==> src/rtl/ast_width_extender.sv <==
// Avalon-ST width extender: packs N narrow input beats into one wide output word,
// with packet framing, partial-word empty calculation and single-register output stage.
module ast_width_extender #(
  parameter int DATA_IN_W   = 64,
  parameter int CHANNEL_W   = 10,
  parameter int DATA_OUT_W  = 256,
  localparam int B_IN        = DATA_IN_W / 8,
  localparam int EMPTY_IN_W  = ($clog2(B_IN) > 1) ? $clog2(B_IN) : 1,
  localparam int EMPTY_OUT_W = ($clog2(DATA_OUT_W / 8) > 1) ? $clog2(DATA_OUT_W / 8) : 1
) (
  input  logic                   clk_i,
  input  logic                   srst_i,
  input  logic [DATA_IN_W-1:0]   ast_data_i,
  input  logic                   ast_startofpacket_i,
  input  logic                   ast_endofpacket_i,
  input  logic                   ast_valid_i,
  input  logic [EMPTY_IN_W-1:0]  ast_empty_i,
  input  logic [CHANNEL_W-1:0]   ast_channel_i,
  output logic                   ast_ready_o,
  output logic [DATA_OUT_W-1:0]  ast_data_o,
  output logic                   ast_startofpacket_o,
  output logic                   ast_endofpacket_o,
  output logic                   ast_valid_o,
  output logic [EMPTY_OUT_W-1:0] ast_empty_o,
  output logic [CHANNEL_W-1:0]   ast_channel_o,
  input  logic                   ast_ready_i
);

  localparam int N     = DATA_OUT_W / DATA_IN_W;
  localparam int CNT_W = $clog2(N);
  localparam logic [CNT_W-1:0] LAST_SLOT = CNT_W'(N - 1);
  localparam logic [CNT_W-1:0] ZERO_SLOT = {CNT_W{1'b0}};

  logic [CNT_W-1:0]       r_cnt;
  logic [DATA_OUT_W-1:0]  r_buf;
  logic                   r_in_pkt;
  logic                   r_first;
  logic [CHANNEL_W-1:0]   r_chan;

  logic [DATA_OUT_W-1:0]  r_data;
  logic                   r_sop;
  logic                   r_eop;
  logic                   r_valid;
  logic [EMPTY_OUT_W-1:0] r_empty;
  logic [CHANNEL_W-1:0]   r_chan_out;

  logic                   w_take;
  logic [CNT_W-1:0]       w_slot;
  logic                   w_first;
  logic [CHANNEL_W-1:0]   w_chan;
  logic                   w_complete;
  logic [DATA_OUT_W-1:0]  w_base;
  logic [DATA_OUT_W-1:0]  w_word;
  logic [EMPTY_OUT_W-1:0] w_pad;
  logic [EMPTY_OUT_W-1:0] w_empty;

  assign ast_ready_o = !r_valid || ast_ready_i;

  // Beat steering: an SOP always restarts at slot 0 with a zeroed word; stray beats are dropped.
  always_comb begin
    w_take     = ast_valid_i && ast_ready_o && (ast_startofpacket_i || r_in_pkt);
    w_slot     = ast_startofpacket_i ? ZERO_SLOT : r_cnt;
    w_first    = ast_startofpacket_i || r_first;
    w_chan     = (w_slot == ZERO_SLOT) ? ast_channel_i : r_chan;
    w_complete = w_take && ((w_slot == LAST_SLOT) || ast_endofpacket_i);
    w_base     = (w_slot == ZERO_SLOT) ? {DATA_OUT_W{1'b0}} : r_buf;
    w_word     = w_base;
    for (int k = 0; k < N; k++) begin
      w_word[k*DATA_IN_W +: DATA_IN_W] = (w_slot == CNT_W'(k)) ? ast_data_i
                                                              : w_base[k*DATA_IN_W +: DATA_IN_W];
    end
    w_pad   = EMPTY_OUT_W'(LAST_SLOT - w_slot) * EMPTY_OUT_W'(B_IN);
    w_empty = ast_endofpacket_i ? (w_pad + EMPTY_OUT_W'(ast_empty_i)) : {EMPTY_OUT_W{1'b0}};
  end

  // Accumulation state: slot counter, partial word, packet and first-word flags.
  always_ff @(posedge clk_i or posedge srst_i) begin
    if (srst_i) begin
      r_cnt    <= ZERO_SLOT;
      r_buf    <= {DATA_OUT_W{1'b0}};
      r_in_pkt <= 1'b0;
      r_first  <= 1'b0;
      r_chan   <= {CHANNEL_W{1'b0}};
    end else if (w_complete) begin
      r_cnt    <= ZERO_SLOT;
      r_buf    <= w_word;
      r_in_pkt <= !ast_endofpacket_i;
      r_first  <= 1'b0;
      r_chan   <= w_chan;
    end else if (w_take) begin
      r_cnt    <= w_slot + CNT_W'(1);
      r_buf    <= w_word;
      r_in_pkt <= 1'b1;
      r_first  <= w_first;
      r_chan   <= w_chan;
    end
  end

  // Output register: loads a finished word, otherwise holds until the sink takes it.
  always_ff @(posedge clk_i or posedge srst_i) begin
    if (srst_i) begin
      r_data     <= {DATA_OUT_W{1'b0}};
      r_sop      <= 1'b0;
      r_eop      <= 1'b0;
      r_valid    <= 1'b0;
      r_empty    <= {EMPTY_OUT_W{1'b0}};
      r_chan_out <= {CHANNEL_W{1'b0}};
    end else if (w_complete) begin
      r_data     <= w_word;
      r_sop      <= w_first;
      r_eop      <= ast_endofpacket_i;
      r_valid    <= 1'b1;
      r_empty    <= w_empty;
      r_chan_out <= w_chan;
    end else if (ast_ready_i) begin
      r_valid    <= 1'b0;
    end
  end

  assign ast_data_o          = r_data;
  assign ast_startofpacket_o = r_sop;
  assign ast_endofpacket_o   = r_eop;
  assign ast_valid_o         = r_valid;
  assign ast_empty_o         = r_empty;
  assign ast_channel_o       = r_chan_out;

endmodule

==> config.mk <==
export PLATFORM = sky130hd
export DESIGN_NAME = ast_width_extender
export DESIGN_NICKNAME = d
export VERILOG_FILES = /design/src/rtl/ast_width_extender.sv
export SDC_FILE = /design/constraint.sdc
export NUM_CORES = 1
export LEC_CHECK = 0
export ABC_AREA = 1
export BUFFER_PORTS_ARGS = -buffer_cell sky130_fd_sc_hd__buf_2
export CAP_MARGIN = 20
export CORE_AREA = 3 3 314 316
export DETAILED_ROUTE_END_ITERATION = 7
export DIE_AREA = 0 0 317 319
export PLACE_DENSITY = 0.4
export SLEW_MARGIN = 25
export SYNTH_ARGS = -nofsm -noshare
export SYNTH_HDL_FRONTEND = slang
export SYNTH_SLANG_ARGS = --single-unit
==> constraint.sdc <==
create_clock -name clk_i -period 23.6 [get_ports clk_i]
set_clock_uncertainty 0.2 [all_clocks]
set_input_delay 3.54 -clock clk_i [delete_from_list [all_inputs] [get_ports clk_i]]
set_output_delay 3.54 -clock clk_i [all_outputs]
set_load 0.02 [all_outputs]
==> metrics.cfg <==
[run_status]
outcome = finished, final reports clean

[logic_synthesis]
synthCells = 3185
synthesis.nets = 3268
synth_top_area_share_pct = 57.02
synthTopCellsByArea = dfrtp_1, nand2_1, nand3_1, buf_2, clkbuf_1
synth_area_per_cell_sq_um = 7.496
syn_area_sq_mm = 0.02387
yosys.area.top_type = dfrtp_1
ys_types = 14
ys_warn_count = 0
yosysSeqAreaShare_pct = 57.02
synth_seq_cells = 544

[worst_setup_path]
cp_slowest_cell = buf_2
crit_fanout = 4
crit_family = buffers and inverters
cp-start-kind = input port
cp.arrival_ns = 3.98
max_stage_delay_ns = 0.20
cp_cell_sequence = buf_2 > inv_1 > nand2_1 > buf_2
cp_common_cell = buf_2
critical_path.endpoint_type = primary output
critPathKind = in2out
path_buf_inv = 3
crit_required_ns = 19.86

[timing]
fmax_ghz = 0.1295
slew_headroom_pct = 31.09
tns_ns = 0
min_period_ns = 7.723
worst_pin_slew_ns = 1.034
hold_violations = 0
whs_ns = 0.2719
rsz0062_at_grt = no
final-setup-viol-count = 0
worst_slack_ns = 15.88
finalCritPeriodShare_pct = 32.72
finalMaxSlewViolations = 0

[global_routing]
grt_pass1_wl_microns = 131200
grt_overflow = 0
antenna_found_initial = 1
grt_pass1_vias = 20693
grt_usage_pct = 16.77
grt_max_degree = 169

[floorplanning]
die_h_microns = 319
die_area_sq_mm = 0.1011
io_pins = 358
row_count = 114
die_w_microns = 317
coreArea_sq_mm = 0.09628
initial_core_util_pct = 24.80

[cts]
cts-root-buf = clkbuf_16
cts_setup_buffers = 0
clk_path_buf_depth = 3
clk_pin_slew_ns = 0.05
tritoncts = yes
h-tree-depth = 3
cts_made_buffers = 68
hold_buffers = 0
cts_resized = 0
clkSinkCount = 544
clock_latency_ns = 0.62

[placement]
dpl.hpwl_microns = 49620
place_congestion = 0.6954
portBuffers = 357
postPlaceCellArea_sq_mm = 0.02675
place_ws_ns = 15.81

[drt]
vias_per_cell = 4.348
final_antenna_net_count = 0
wl_microns = 84860
dr_total_vias = 20777
post_drt_wl_per_cell_microns = 17.76
dr.pass1.iters = 5
route.detailed.drc = 0
first_iter_violations = 1438

[finish]
fill_cells = 10451
final_area_sq_mm = 0.02903
drive_gt1_share_pct = 14.28
finalNetCount = 3538
fin_util_pct = 30.16
area_growth_pct = 21.61

[job]
drv_cap = 0

[pwr]
p_per_area_mw_per_mm2 = 94.16
peakVddDrop_mv = 0.04133
leakagePower_uw = 0.01714

[worst_hold_path]
hold_class = reg2reg

placed cells by master, fill, tap and decap left out:
master,instances
nand2_1,2283
dfrtp_1,544
buf_2,357
nand3_1,146
clkbuf_16,69
buf_4,26
clkbuf_1,18
clkbuf_8,12
bufinv_16,8
clkinv_2,7
inv_1,6
nor2_4,5
nand2_4,5
buf_12,4
inv_6,3
diode_2,2
nor2_1,2
inv_8,1
or2_2,1
o21a_1,1
o21ai_0,1
nand3_4,1
inv_4,1
logic make-up (layout without fill, tap and decap cells):
kind of cell           count (synthesis)  after routing  synth area share, %
other                                  0              2                    0
DFF                                  544            544                57.02
and+or+nand+nor                     2443           2443                39.22
buffers and inverters                196            512                3.705
AOI/OAI and AO/OA                      2              2              0.05240
worst reg2reg max path: stages (launching register included):
cell	delay, ns
dfrtp_1	0.38
nand2_1	0.16
nand2_1	0.12
nor2_4	0.74
nand2_4	0.78
buf_4	0.69
buf_4	0.61
nand2_1	0.17
nand2_1	0.06
routing by layer:
metal | share of wire, % | global-route usage, % | routed length, microns | vias to the layer above
met5 | 0 | 0 | 0 | -
met4 | 1.5 | 3.974 | 1270 | 0
met3 | 4.9 | 3.022 | 4122 | 77
met2 | 46 | 26.45 | 38840 | 431
met1 | 48 | 23.81 | 40630 | 10064
li1 | - | - | - | 10205
final cells by class:
class | count | area (sq um) | area share, %
Antenna cell | 2 | 5.005 | 0.01724
Clock buffer | 99 | 1959 | 6.749
Clock inverter | 17 | 296.5 | 1.021
Inverter | 9 | 45.04 | 0.1551
Multi-Input combinational cell | 2445 | 9457 | 32.57
Sequential cell | 544 | 13610 | 46.89
Tap cell | 1276 | 1597 | 5.499
Timing Repair Buffer | 387 | 2062 | 7.102
synthesized netlist by cell type:
library cell	number
dfrtp_1	544
nand2_1	2288
o21ai_0	1
o21a_1	1
buf_4	13
inv_1	7
buf_1	16
buf_2	80
nor2_2	3
inv_2	2
nand3_1	147
or2_2	1
clkbuf_1	78
nor2_1	4
flip-flops by register name, summed over array words and instances (netlist names), 2 cells and up:
signal / flops
ast_data_o: 256
r_buf: 256
ast_empty_o: 5
ast_channel_o: 10
r_chan: 10
r_cnt: 2
per-stage QoR:
stage | instances | total power, uW
final | 4779 | 2734
after global routing | 4777 | 2889
after global placement | 4660 | 1678
after floorplan | 3185 | 1467
after CTS | 4776 | 2788
after detailed placement | 4660 | 1678
worst paths after layout:
kind / from / to / slack [ns] / cells after the start
setup / recovery: ast_ready_i / ast_ready_o / 15.88 / 4
hold / removal: ast_data_o[68]$_DFFE_PP0P_ / ast_data_o[68]$_DFFE_PP0P_ / 0.27 / 2
setup reg to reg: ast_valid_o$_DFFE_PP0P_ / ast_data_o[205]$_DFFE_PP0P_ / 19.56 / 8
hold reg to reg: ast_data_o[68]$_DFFE_PP0P_ / ast_data_o[68]$_DFFE_PP0P_ / 0.27 / 2
max in group asynchronous: srst_i / ast_data_o[99]$_DFFE_PP0P_ / 16.75 / 6
min in group asynchronous: srst_i / ast_channel_o[7]$_DFFE_PP0P_ / 2.81 / 2
where the power goes:
group          total, uW  internal (uW)  switching (uW)
combinational        510            137             373
sequential          1140           1060            79.9
clock               1080            661             423
Note: power is estimated with default switching activity, not from simulation.
